==> src/rtl/posit_mul_sched.sv <==
// Round-robin arbiter sharing one posit multiplier among NREQ requesters.
// One operation in flight; operands held for MUL_LAT+1 cycles, result held until consumed.
module posit_mul_sched #(
    parameter int unsigned N       = 16,
    parameter int unsigned ES      = 3,
    parameter int unsigned NREQ    = 4,
    parameter int unsigned MUL_LAT = 0,
    parameter int unsigned IDW     = 2
) (
    input  logic              clk,
    input  logic              rst,
    input  logic [NREQ-1:0]   req_valid,
    output logic [NREQ-1:0]   req_ready,
    input  logic [NREQ*N-1:0] req_in1,
    input  logic [NREQ*N-1:0] req_in2,
    output logic [NREQ-1:0]   resp_valid,
    input  logic [NREQ-1:0]   resp_ready,
    output logic [N-1:0]      resp_out,
    output logic              resp_inf,
    output logic              resp_zero,
    output logic [N-1:0]      mul_in1,
    output logic [N-1:0]      mul_in2,
    output logic              mul_start,
    input  logic [N-1:0]      mul_out,
    input  logic              mul_inf,
    input  logic              mul_zero,
    output logic              busy,
    output logic [IDW-1:0]    grant_id,
    output logic [31:0]       op_count
);

    localparam int unsigned CW = 3;
    localparam logic [1:0] IDLE = 2'd0;
    localparam logic [1:0] EXEC = 2'd1;
    localparam logic [1:0] RESP = 2'd2;

    // Reject configurations the datapath cannot represent
    if (ES >= N || NREQ < 2 || NREQ > 8 || MUL_LAT > 7 || (1 << IDW) < NREQ) begin : g_bad_cfg
        $error("posit_mul_sched: unsupported parameter combination");
    end

    logic [1:0]     state, next_state;
    logic [IDW-1:0] rr_ptr, winner, scan, next_ptr;
    logic           found;
    logic [CW-1:0]  cnt;
    logic [N-1:0]   op_a, op_b, sel_a, sel_b;

    // Winner is the first valid requester at or after rr_ptr, wrapping
    always_comb begin
        winner = rr_ptr;
        found  = 1'b0;
        scan   = '0;
        for (int k = int'(NREQ) - 1; k >= 0; k--) begin
            scan = IDW'((int'(rr_ptr) + k) % int'(NREQ));
            if (req_valid[scan]) begin
                winner = scan;
                found  = 1'b1;
            end
        end
    end

    assign next_ptr = (winner == IDW'(NREQ - 1)) ? '0 : winner + IDW'(1);

    always_comb begin
        sel_a = '0;
        sel_b = '0;
        for (int i = 0; i < int'(NREQ); i++) begin
            if (winner == IDW'(i)) begin
                sel_a = req_in1[i*N +: N];
                sel_b = req_in2[i*N +: N];
            end
        end
    end

    // Grant is combinational so a requester can be accepted in its first IDLE cycle
    always_comb begin
        req_ready = '0;
        if (state == IDLE && found && !rst) req_ready[winner] = 1'b1;
    end

    always_ff @(posedge clk or posedge rst) begin
        if (rst) state <= IDLE;
        else     state <= next_state;
    end

    always_comb begin
        next_state = state;
        case (state)
            IDLE:    if (found) next_state = EXEC;
            EXEC:    if (cnt == CW'(MUL_LAT)) next_state = RESP;
            RESP:    if (resp_ready[grant_id]) next_state = IDLE;
            default: next_state = IDLE;
        endcase
    end

    always_ff @(posedge clk or posedge rst) begin
        if (rst) begin
            rr_ptr     <= '0;
            grant_id   <= '0;
            op_count   <= '0;
            cnt        <= '0;
            op_a       <= '0;
            op_b       <= '0;
            resp_out   <= '0;
            resp_inf   <= 1'b0;
            resp_zero  <= 1'b0;
            resp_valid <= '0;
            mul_start  <= 1'b0;
        end else begin
            mul_start <= 1'b0;
            case (state)
                IDLE: begin
                    if (found) begin
                        op_a      <= sel_a;
                        op_b      <= sel_b;
                        grant_id  <= winner;
                        rr_ptr    <= next_ptr;
                        cnt       <= '0;
                        mul_start <= 1'b1;
                    end
                end
                EXEC: begin
                    if (cnt == CW'(MUL_LAT)) begin
                        resp_out   <= mul_out;
                        resp_inf   <= mul_inf;
                        resp_zero  <= mul_zero;
                        resp_valid <= NREQ'(1) << grant_id;
                    end else begin
                        cnt <= cnt + CW'(1);
                    end
                end
                RESP: begin
                    if (resp_ready[grant_id]) begin
                        op_count   <= op_count + 32'd1;
                        resp_valid <= '0;
                    end
                end
                default: ;
            endcase
        end
    end

    assign mul_in1 = op_a;
    assign mul_in2 = op_b;
    assign busy    = (state != IDLE);

endmodule

==> config.mk <==
export PLATFORM = sky130hd
export DESIGN_NAME = posit_mul_sched
export DESIGN_NICKNAME = d
export VERILOG_FILES = /design/src/rtl/posit_mul_sched.sv
export SDC_FILE = /design/constraint.sdc
export NUM_CORES = 1
export LEC_CHECK = 0
export BUFFER_PORTS_ARGS = -buffer_cell sky130_fd_sc_hd__buf_2
export CORE_ASPECT_RATIO = 0.8
export CORE_MARGIN = 5
export CORE_UTILIZATION = 47
export DETAILED_ROUTE_END_ITERATION = 16
export GPL_TIMING_DRIVEN = 0
export PLACE_DENSITY = 0.81
export REMOVE_ABC_BUFFERS = 1
export SETUP_SLACK_MARGIN = 0.5
export SLEW_MARGIN = 20
export SYNTH_ARGS = -nofsm -noshare
export SYNTH_HDL_FRONTEND = slang
export SYNTH_SLANG_ARGS = --single-unit
export TNS_END_PERCENT = 5
==> constraint.sdc <==
create_clock -name clk -period 5.25 [get_ports clk]
set_input_delay 1.05 -clock clk [delete_from_list [all_inputs] [get_ports clk]]
set_output_delay 1.05 -clock clk [all_outputs]
set_load 0.02 [all_outputs]
* Yosys cells after proc, flatten, opt, wreduce, memory -nomap -nowiden
Index checks and enable logic that the tools add are counted.
** Storage, ports and cells
- Word-level logic and storage cells :: 93
- Register bits after elaboration :: 96
** Cells by class
- Reduce and logical (&&, ||, !) cells :: 16
- $add $sub $neg :: 6
- Muxes and demuxes :: 42
- Equal/unequal tests :: 9
- Order comparisons :: 7
- Shift-type cells :: 1
** Operators by type and width (count)
- $mux 16 :: 8
- $add 32x1->32 const B :: 1
- $lt 2x3->1 const B :: 6
- $mux 2 :: 8
- $mux 1 :: 12
- $mux 4 :: 3
- $bmux 1 s2 :: 5
- $reduce_and 3->1 :: 3
- $ne 2x2->1 const B :: 4
- $pmux 4 s2 :: 1
- $eq 2x2->1 const B :: 3
- $mux 3 :: 2
- $pmux 2 s3 :: 1
- $pmux 3 s2 :: 1
- $reduce_and 2->1 :: 3
- $reduce_bool 2->1 :: 3
- $add 2x1->2 const B :: 2
- $add 2x2->2 const B :: 2
- $eq 2x1->1 const B :: 2
- $logic_not 2->1 :: 2
- $shl 1x2->4 const A :: 1
- $add 3x1->3 const B :: 1
- $logic_and 1x1->1 :: 3
- $logic_not 3->1 :: 1
- 3 further kinds :: 3

* Depth between registers and ports, before layout
- Depth after elaboration :: 12
- Mapped depth :: 11

* Least setup slack after synthesis
Ideal clock, no wire load.
- Path type :: input to output
- From :: input port rst
- To :: output port req_ready[0]
- Arrival :: 3.594 ns
- Path slack :: 0.606 ns
- Stages on the path :: 2
- Path through :: inv_1 > and3_1
** On the way
- Cells in the longest elaborated chain, start to end :: 3
** RTL lines
- start: declaration :: RTL line 11 : input logic rst,
- $logic_not 1->1 (no line)
- $logic_and 1x1->1 :: RTL line 78 : if (state == IDLE && found && !rst) req_ready[winner] = 1'b1;
- $mux 4 :: RTL line 78
- end: declaration :: RTL line 13 : output logic [NREQ-1:0] req_ready,
Every way passes these cells.

* Final worst setup path
- From :: input port req_valid[2]
- To :: output port req_ready[3]
** On the way
- Cells in the longest elaborated chain, start to end :: 11
** RTL lines
- start: declaration :: RTL line 12 : input logic [NREQ-1:0] req_valid,
- $bmux 1 s2 :: RTL line 55 : if (req_valid[scan]) begin
- $mux 1 (not written as such) :: RTL line 55
- $mux 2 (3 in a row) :: RTL line 55
- $mux 2 (*) :: RTL line 55
- net winner[0] :: RTL line 43 : logic [IDW-1:0] rr_ptr, winner, scan, next_ptr;
- $lt 2x3->1 (not written as such) or $ge 2x1->1 (tied branches) :: RTL line 78
- $logic_and 1x1->1 (not written as such) :: RTL line 78
- $mux 1 (not written as such) :: RTL line 78
- $demux 1 s2 (*) :: RTL line 78
- $mux 4 (*) :: RTL line 78
Mark *: on every way through the listed nets, which the timed path passes. The rest lies on a longest branch. The select of a mux whose other input is x is not followed.

==> metrics.txt <==
Crit. End Element output port; Seq/Total Area, Yosys 47.0%; clock skew 0.00523 ns; worst hold slack 0.472 ns; # DRC 0; Period minus WS final 4.36 ns; fmax 229 MHz; clock latency on the worst-skew pair between 0.3 and 0.4 ns; critical path startpoint req_valid[2]; clock-pin slew on the worst setup and hold paths 0.06 ns; post-synth cell types 43; Register-to-Register Path Depth 9; CTS H-tree lvls 3; GRT overflow 0; cts repair resizes 0; largest net degree at the start of global routing 56; Synth top area share around 47%; Pleak 3.52 nW; Synth Area per Inst 9.10 sq um; area grow syn2layout 33.8%; buffers added on ports 249; Final HPWL DP approximately 12,000 um; top post-synthesis cells by area dfrtp_1 47%, a21oi_1 6.8%, nand2_1 5.5%; fraction of registers with async set/reset 100%; worst rel slew slack about two fifths; Crit Path Category input port to output port; crit-path max FO 34; Num CTS Buffers 9; register bit total from synthesis between 90 and 100; Req. time, crit path about 4.2 ns; vias in the first global route between 5,000 and 6,000; Total Routing Usage GR 23.6%; Post-synth EDFFs 0; final antenna diode count 0; total wire length 15,800 um; final slew viol count 0; Vias around 5,200; maximum VDD drop 0.332 mV; DRT Pass-1 Iters 4; cell taking the most area after synthesis dfrtp_1; commonest cells in the netlist 96 x dfrtp_1, 75 x nand2_1, 69 x a21oi_1; antenna viol nets, final 0; main flop type after synthesis dfrtp_1; status completed; die width 127 um; Core Footprint roughly 11,000 sq um; YS warnings 0; first-pass GRT wire length 24,900 um; Buffers & Inverters on Critical Path 2; slowest stage delay, CP 0.78 ns; Critical Path Start Type input port; die area 13,100 sq um; postcts setup bufs 0; final net count 951; Post-Syn Area about 5100 sq um; final setup vio count 0; DR WL/cell 16.9 um; IO Count 250; Cell Count, Final, Fillers Out 937; RePlAce Congestion 0.922; Setup crit end req_ready[3]; Critical Path Most Common Cell buf_2; final hold violations 0; delay-heaviest family, CP compound AO/OA/AOI/OAI gates; share of layout cells above drive strength 1 36.8%; post-synthesis cell count 562; worst reg2reg setup slack roughly 2 ns; cts hold-fix bufs 0; final cycle utilization of the critical path 83.0%; most common cell in the netlist dfrtp_1; maxcap violations 0; HP Class flip-flop to flip-flop; vias per cell about 5.5; Worst-Margin Slew 0.907 ns; initial antenna violation count 0; Crit path depth 7; Crit-path slowest cell ha_2; Initial Util a little under half; Place WS ~0.56 ns; pwr dens 568 nW/um^2; TritonCTS clock tree done; Clock Path Buffers 2; Clock Sinks 96; reg-to-reg endpoint mul_in1[10]; unrepaired setup endpoints after global routing false; Arr. time, crit path between 3 and 4 ns; cell total after placement 921; worst-path cell chain buf_2 -> nor2b_1 -> a21o_1 -> a221oi_1 -> ha_2 -> and3_1 -> buf_2; Critical R2R Launch rr_ptr[0]; FP Rows 34; chip height 103 um; Root Buffer clkbuf_16; Final WS setup ~0.9 ns; Iter 0 DRT Violations 285
worst min-delay path by stage:
stage,startpoint,end,slack (ns),depth (start not counted)
3_5_place_dp,resp_out[8],resp_out[8],0.46,2
2_1_floorplan,cnt[0],cnt[0],0.47,1
4_1_cts,resp_out[8],resp_out[8],0.48,2
5_1_grt,op_count[31],op_count[31],0.50,1
3_3_place_gp,resp_out[1],resp_out[1],0.45,2
6_report,resp_out[8],resp_out[8],0.47,2
layer usage:
layer,vias to the layer above,track usage (%),share of wire (%)
li1,2438,-,-
met1,2511,30.1,41
met2,205,40.0,50
met3,30,5.60,6.7
met4,0,8.33,2.2
met5,-,0,0
layout by cell type, fill, tap and decap left out, types with 3 or more instances in the layout:
cell type    n
nor4_2       4
and4_1       4
buf_2      249
a211o_1     31
nand3b_1     4
dfrtp_1     96
clkbuf_16    9
nand2_1     75
inv_1       37
nand4_1     17
nand2b_1     5
o21ai_0      4
xnor2_1     24
a21oi_1     69
ha_2         3
nor2_1      38
nor3_1       7
xor2_1       7
buf_16       3
nand3_1     21
mux2_2       3
and3_1       8
a221oi_1    32
ha_1         4
logic make-up after synthesis:
family	count (synthesis)	synth area share [%]
muxes	4	0.857
buffers and inverters	79	6.00
adders and majority gates	7	1.71
and+or+nand+nor	201	19.9
DFF	96	47.0
AOI/OAI and AO/OA	144	19.2
xor gates and xnor gates	31	5.31
worst reg2reg max path: stages, from the launching register on:
cell      delay [ns]
dfrtp_1         0.39
nor2b_1         0.08
a21o_1          0.16
a221oi_1        0.63
ha_2            0.79
nor2b_2         0.31
buf_8           0.25
a221oi_1        0.28
a211o_1         0.17
a21oi_1         0.06
area by class of cell:
type                    instances  area, sq um
clock inverters                 5         81.3
well taps                     144          180
flip-flops and latches         96         2400
repair buffers                255         1370
fillers                       892         3920
clock buffers                  11          233
inverters                      39          151
multi-input cells             387         2430
sequential cells by signal, indices dropped and copies added (netlist names):
name	count
grant_id	2
cnt	3
resp_valid	4
op_count	32
resp_inf	1
resp_out	16
mul_in1	16
mul_in2	16
rr_ptr	2
state	2
mul_start	1
resp_zero	1
metrics by stage:
stage	cell area, sq um	util [%]	power [mW]	setup TNS, ns
floorplan	4950	-	2.48	0
global placement	6380	59.3	3.06	-1.09
detailed placement	6520	60.6	3.21	0
CTS	6840	63.5	3.90	0
global route	6840	63.6	4.17	0
finish	6840	63.6	3.89	0
power breakdown:
part	total, mW	leakage (nW)	internal, mW	switching [mW]
combinational	2.01	2.18	0.754	1.26
sequential	1.19	1.19	1.01	0.186
clock	0.684	0.150	0.418	0.267
(Power assumes the default switching activity.)
